`src/rtl/counter_modular.sv`:
```
// Modulo-(limit+1) up/down counter with variable step, load and wrap pulse.
// Optional saturating mode enabled by defining COUNTER_MODULAR_SAT_EN.
module counter_modular #(
  parameter int WORD_WIDTH = 8,
  parameter int STEP_WIDTH = 4
) (
  input  logic                  clk,
  input  logic                  reset,
  input  logic                  en,
  input  logic                  load,
  input  logic [WORD_WIDTH-1:0] load_value,
  input  logic                  dir,
`ifdef COUNTER_MODULAR_SAT_EN
  input  logic                  sat,
`endif
  input  logic [STEP_WIDTH-1:0] step,
  input  logic [WORD_WIDTH-1:0] limit,
  output logic [WORD_WIDTH-1:0] count,
  output logic                  tc,
  output logic                  wrap
);

  localparam int W = WORD_WIDTH;

  logic         sat_on;
  logic [W-1:0] stp_w;
  logic [W-1:0] s;
  logic [W:0]   cnt_x;
  logic [W:0]   lim_x;
  logic [W:0]   lim1;
  logic [W:0]   s_x;
  logic [W:0]   sum;
  logic [W-1:0] nxt;
  logic         nwrap;
  logic [W-1:0] ld_val;

`ifdef COUNTER_MODULAR_SAT_EN
  assign sat_on = sat;
`else
  assign sat_on = 1'b0;
`endif

  // All arithmetic in W+1 bits so limit+1 never overflows at all-ones.
  always_comb begin
    stp_w = W'(step);
    s     = (stp_w > limit) ? limit : stp_w;
    cnt_x = {1'b0, count};
    lim_x = {1'b0, limit};
    lim1  = lim_x + (W+1)'(1);
    s_x   = {1'b0, s};
    sum   = cnt_x + s_x;
    nxt   = count;
    nwrap = 1'b0;
    if (count > limit) begin
      nxt   = (dir || sat_on) ? limit : '0;
      nwrap = !sat_on;
    end else if (s != '0) begin
      if (!dir) begin
        if (sum <= lim_x) begin
          nxt = sum[W-1:0];
        end else if (sat_on) begin
          nxt = limit;
        end else begin
          nxt   = W'(sum - lim1);
          nwrap = 1'b1;
        end
      end else begin
        if (s_x <= cnt_x) begin
          nxt = W'(cnt_x - s_x);
        end else if (sat_on) begin
          nxt = '0;
        end else begin
          nxt   = W'(cnt_x + lim1 - s_x);
          nwrap = 1'b1;
        end
      end
    end
  end

  assign ld_val = (load_value > limit) ? limit : load_value;

  always_ff @(posedge clk or posedge reset) begin
    if (reset) begin
      count <= '0;
      wrap  <= 1'b0;
    end else if (load) begin
      count <= ld_val;
      wrap  <= 1'b0;
    end else if (en) begin
      count <= nxt;
      wrap  <= nwrap;
    end else begin
      wrap  <= 1'b0;
    end
  end

  assign tc = dir ? (count == '0) : (count == limit);

endmodule

```
`config.mk`:
```
export PLATFORM = sky130hd
export DESIGN_NAME = counter_modular
export DESIGN_NICKNAME = d
export VERILOG_FILES = /design/src/rtl/counter_modular.sv
export SDC_FILE = /design/constraint.sdc
export NUM_CORES = 1
export LEC_CHECK = 0
export ABC_AREA = 1
export CORE_ASPECT_RATIO = 1.75
export CORE_UTILIZATION = 35
export CTS_CLUSTER_SIZE = 16
export DETAILED_ROUTE_END_ITERATION = 7
export GPL_ROUTABILITY_DRIVEN = 0
export PLACE_DENSITY = 0.6
export RECOVER_POWER = 25
export SETUP_SLACK_MARGIN = 0.15
export SLEW_MARGIN = 0
export SYNTH_ARGS = -nofsm -noshare
export SYNTH_HDL_FRONTEND = slang
export SYNTH_SLANG_ARGS = --single-unit
```
`constraint.sdc`:
```
create_clock -name clk -period 8.8 [get_ports clk]
set_input_delay 0.88 -clock clk [delete_from_list [all_inputs] [get_ports clk]]
set_output_delay 0.88 -clock clk [all_outputs]
set_load 0.005 [all_outputs]
```
==> metrics, run 1 <==
status complete, no violations; Buf+Inv Stages, Crit Path 4; CP Class in -> reg; initial DRC count 172; Least-Margin Pin Slew 829 ps; Lkg Pwr 0.00197 µW; vias in the first global route 3512; clk root buf clkbuf_16; synth top area cells ha_1 (23%), nand2_1 (13%), inv_1 (9.4%); DRT Wirelength 10900 µm; DIE AREA 9770 µm²; Num CTS Buffers 3; routed via count 3488; Final Critical Period 5750 ps; unrepaired setup endpoints after global routing no; initial antenna violation count 0; Peak Freq 174 MHz; I/O pin cnt 35; post-cts sizing count 0; layout cells sized above 1 0.0456; relative slew slack 0.441; clk sinks 9; largest net degree at the start of global routing 15; core area 9090 µm²; Initial Util 0.360; synth-to-layout area growth 16.6%; Crit path depth 30; Hold-fix buffers, CTS 0; Port-buffer cells 34; DRT Pass-1 Iters 5; register bit total from synthesis 9; Crit path largest cell delay 530 ps; mapped cell area 3280 µm²; Placement Cell Area 3740 µm²; Hold Crit Depth 2; # setup viols final 0; Pwr Density 329 nW/µm²; Worst EP required 8960 ps; worst vdd ir 0.000169 V; crit end category flop; Yosys warning total 0; fin util 0.420; wire per inst 16.3 µm; grt met3 use 0.0193; global-route wire length before repair 17300 µm; DRC violations left 0; Clock transition at path regs 40 ps; postcts setup bufs 0; die extent in y 130 µm; CP most frequent cell nand2_1; final period utilization 0.654; MaxCap Viol Count 0; dominant cell type by area after synthesis ha_1; Setup TNS 0 ps; post-synthesis cell count 511; type of origin of the critical path input pin; largest buffer count on any clock path 2; GR Layer Usage met2 0.439; share of the synthesized area in the top cell type 0.229; gr usage total 0.242; post-route cell area 3820 µm²; post-detail-place hpwl 9240 µm; R2R cell count 22; synth unique cells 37; row count 46; CP delay by family, top adder cells; total power 1260 µW; Final ANT Viol Nets 0; Worst path slowest cell clkdlybuf4s50_1; n_diodes 0; grt ovf 0; final max-slew violation count 0; CP Max Fanout 9; sequential share of the synthesized area 0.0687; Hold Path Class reg -> reg; vias per cell 5.22; GR met1 Demand/Resource 0.230; Die Span X 75.2 µm; Clock Skews 1.79 ps; Syn Area/Cell 6.42 µm²; Final #Nets 644; Final Hold Viols 0; GRT busiest layer met2; Worst-Skew Late Latency 240 ps; Max H-tree Level 1; TritonCTS clock tree built; Worst Path Arrival 5920 ps
-- cell usage in the layout, fill, tap and decap left out, types with 4 or more instances in the layout --
cell type        synthesis  final
conb_1                   2     11
a31oi_1                  4      4
o21ai_0                 31     31
nand4_1                  7      7
nor2_1                  31     31
xor2_1                  12     12
a21oi_1                 52     52
clkdlybuf4s50_1          0     33
ha_1                    60     60
inv_1                   82     82
nand2_1                113    113
xnor2_1                  8      8
nand3_1                 38     38
dfrtp_1                  9      9
fa_1                    10     10
o211ai_1                 6      6
o21ai_1                  5      5
-- metrics by stage --
step,hold WS [ps],worst slack (ps),instances
3_3_place_gp,734,2930,664
2_1_floorplan,598,4010,520
6_report,733,3050,668
4_1_cts,719,3040,668
3_5_place_dp,711,2810,664
5_1_grt,734,2440,668
-- worst paths after layout --
path                                      start              endpoint  slack (ps)
setup / recovery                       limit[3]  count[2]$_DFFE_PP0P_        3050
setup reg to reg           count[1]$_DFFE_PP0P_  count[2]$_DFFE_PP0P_        4950
min in group asynchronous                 reset  count[4]$_DFFE_PP0P_        1050
max in group asynchronous                 reset  count[0]$_DFFE_PP0P_        7480
hold reg to reg            count[0]$_DFFE_PP0P_  count[0]$_DFFE_PP0P_         730
hold / removal             count[0]$_DFFE_PP0P_  count[0]$_DFFE_PP0P_         730
-- per-layer routing --
layer | wire, µm | share of wire | up-vias
li1 | - | - | 1753
met1 | 3690 | 0.34 | 1573
met2 | 5570 | 0.51 | 112
met3 | 431 | 0.040 | 50
met4 | 1200 | 0.11 | 0
met5 | 0 | 0 | -
-- flip-flops by register name (all words and copies together), names as in the netlist --
register  cells
count         8
wrap          1
-- cell families (layout without fill, tap and decap cells) --
family | Yosys count | count (layout) | share of synthesized area
AND/OR/NAND/NOR | 205 | 205 | 0.278
AO/OA/AOI/OAI | 110 | 110 | 0.192
XOR/XNOR | 20 | 20 | 0.0534
other | 2 | 11 | 0.00229
flip-flops | 9 | 9 | 0.0687
buffers and inverters | 95 | 123 | 0.115
adder cells (fa/ha/maj) | 70 | 70 | 0.290
-- Yosys cell counts --
library cell  count
a21boi_0          1
a21o_1            1
a21oi_1          52
a21oi_2           3
a21oi_4           1
a31oi_1           4
buf_1             1
buf_2             2
buf_4             3
buf_6             1
clkbuf_1          3
conb_1            2
dfrtp_1           9
fa_1             10
ha_1             60
inv_1            82
inv_2             3
nand2_1         113
nand2_2           1
nand2_4           1
nand3_1          38
nand3_4           2
nand4_1           7
nor2_1           31
nor2_2            2
nor3_1            2
nor3_2            3
nor4_1            3
o211ai_1          6
o21ai_0          31
o21ai_1           5
o21ai_2           3
o21bai_1          2
o31ai_4           1
or2_2             2
xnor2_1           8
xor2_1           12
-- worst reg2reg max path, cell delays in order, from the launching register on --
cell and delay (ps):
dfrtp_1 680, inv_1 140, fa_1 490, o21ai_2 200, nand2_1 80, o21ai_0 190
xor2_1 300, ha_1 310, nand2_1 90, nor2_1 50, nand2_1 50, nand3_1 70
nand2_1 60, nand2_1 40, nand2_1 190, nand2_2 170, nand2_1 90, nand3_1 60
nand2_1 70, nand2_1 50, o21ai_0 140, nand2_1 90, a21oi_1 140
-- cell type report --
cell class | count | area [µm²]
inverter | 85 | 319
tap | 120 | 150
fill | 1050 | 5270
multi-input combinational | 416 | 2710
sequential | 9 | 225
timing repair buffer | 34 | 340
clock buffer | 4 | 78.8
-- power by group --
group          leakage, µW  switching [µW]  total [µW]  internal (µW)
registers         0.000107            59.8         116           56.5
clock network    0.0000382            21.9        82.6           60.7
logic              0.00182             655        1060            404
total              0.00197             737        1260            522
No activity file was read; power rests on OpenSTA's default activity.
==> run 2: changes to the inputs <==
- clock period: 8.8 -> 5.6 ns (I/O delays scaled with it)
==> metrics, run 2 (synthesis results as in run 1) <==
status complete, no violations; DRT Wirelength 11200 µm; Num CTS Buffers 3; crit end category flop; max FFs per register 8; largest net degree at the start of global routing 15; Max H-tree Level 1; Clock transition at path regs 40 ps; Final ANT Viol Nets 0; MaxCap Viol Count 0; synth-to-layout area growth 18.7%; postcts setup bufs 0; initial DRC count 175; largest buffer count on any clock path 2; initial antenna violation count 0; Final Hold Viols 0; Clock Skews 1.20 ps; n_diodes 0; R2R cell count 22; wire per inst 16.5 µm; Regs by FF count count x8, wrap x1; Worst Path Arrival 5120 ps; vias in the first global route 3403; final max-slew violation count 0; vias per cell 5.25; Worst-Skew Late Latency 240 ps; DRT Pass-1 Iters 4; clk root buf clkbuf_16; grt ovf 0; Placement Cell Area 3810 µm²; relative slew slack 0.530; most frequent cells in the layout nand2_1 (113), inv_1 (82), ha_1 (60), a21oi_1 (52), nand3_1 (38); CP Max Fanout 9; row count 46; post-route cell area 3890 µm²; post-detail-place hpwl 9410 µm; Least-Margin Pin Slew 698 ps; Hold Crit Depth 2; global-route wire length before repair 17100 µm; CP most frequent cell nand2_1; Peak Freq 202 MHz; Setup TNS 0 ps; Die Span X 75.2 µm; Filler Cell Count 1015; Crit path largest cell delay 510 ps; Final Critical Period 4960 ps; clk sinks 9; commonest non-fill, non-tap cell in the layout nand2_1; I/O pin cnt 35; CP delay by family, top simple AND/OR/NAND/NOR gates; final period utilization 0.885; type of origin of the critical path input pin; unrepaired setup endpoints after global routing no; Crit path depth 30; gr usage total 0.240; Worst EP required 5760 ps; Port-buffer cells 34; worst vdd ir 0.000192 V; Initial Util 0.360; Final #Nets 653; Reg with most FFs count; routed via count 3552; Lkg Pwr 0.00201 µW; worst hold slack 728 ps; Hold Path Class reg -> reg; core area 9090 µm²; Pwr Density 518 nW/µm²; die extent in y 130 µm; Worst path slowest cell clkdlybuf4s50_1; DRC violations left 0; TritonCTS clock tree built; CP Class in -> reg; # setup viols final 0; Buf+Inv Stages, Crit Path 4; layout cells sized above 1 0.0610; DIE AREA 9770 µm²
## run 2: cell count changes in the layout (fill, tap and decap cells not counted), sizes merged
cell,delta
buf,+9
## run 2: worst register-to-register path, delay by kind of cell (launching register included)
kind	cells	cell delay, ps
AOI/OAI and AO/OA	4	590
adders and majority gates	2	800
buffers and inverters	1	130
DFF	1	640
xor gates and xnor gates	1	270
and+or+nand+nor	14	1180
## run 2: timing repair
item / in CTS / in global routing
setup endpoints to repair: 0 / 4
hold buffers: 0 / 0
resized for setup: 0 / 1
## run 2: final timing paths
path                                      startpoint              endpoint  slack (ps)
worst max-delay path                        limit[3]  count[3]$_DFFE_PP0P_         640
worst min-delay path            count[0]$_DFFE_PP0P_  count[0]$_DFFE_PP0P_         730
worst max register to register  count[1]$_DFFE_PP0P_  count[3]$_DFFE_PP0P_        1930
worst min register to register  count[0]$_DFFE_PP0P_  count[0]$_DFFE_PP0P_         730
max in group asynchronous                      reset  count[3]$_DFFE_PP0P_        4600
min in group asynchronous                      reset        wrap$_DFF_PP0_         740
## run 2: report_power, final
part	total [µW]	switching, µW	internal [µW]
registers	181	91.8	88.8
logic	1710	1050	660
clock network	129	33.2	95.3
total	2020	1170	844
## run 2: stage by stage
| step | power [µW] | setup WS [ps] | cells | util |
|---|---|---|---|---|
| floorplan | 1360 | 1130 | 520 | - |
| global placement | 1840 | 482 | 673 | 0.419 |
| detailed placement | 1860 | 364 | 673 | 0.419 |
| CTS | 1990 | 596 | 677 | 0.428 |
| global route | 2220 | 173 | 677 | 0.428 |
| finish | 2020 | 642 | 677 | 0.428 |
## run 2: metal layers
metal  vias to the layer above  global-route usage  part of all wire
li1                       1771                   -                 -
met1                      1633               0.224              0.34
met2                       104               0.464              0.55
met3                        44              0.0185             0.026
met4                         0               0.172             0.081
met5                         -                   0                 0
## run 2: layout make-up
cell class                      count  area (µm²)  share of cell area
Multi-Input combinational cell    416        2710               0.696
Timing Repair Buffer               43         408               0.105
Inverter                           85         319              0.0820
Sequential cell                     9         225              0.0579
Tap cell                          120         150              0.0386
Clock buffer                        4        78.8              0.0203
==> run 3: changes to the inputs <==
- CTS_CLUSTER_DIAMETER: not set -> 120
==> results of run 3 <==
The final DEF is identical to that of run 2; final timing and power are the same.
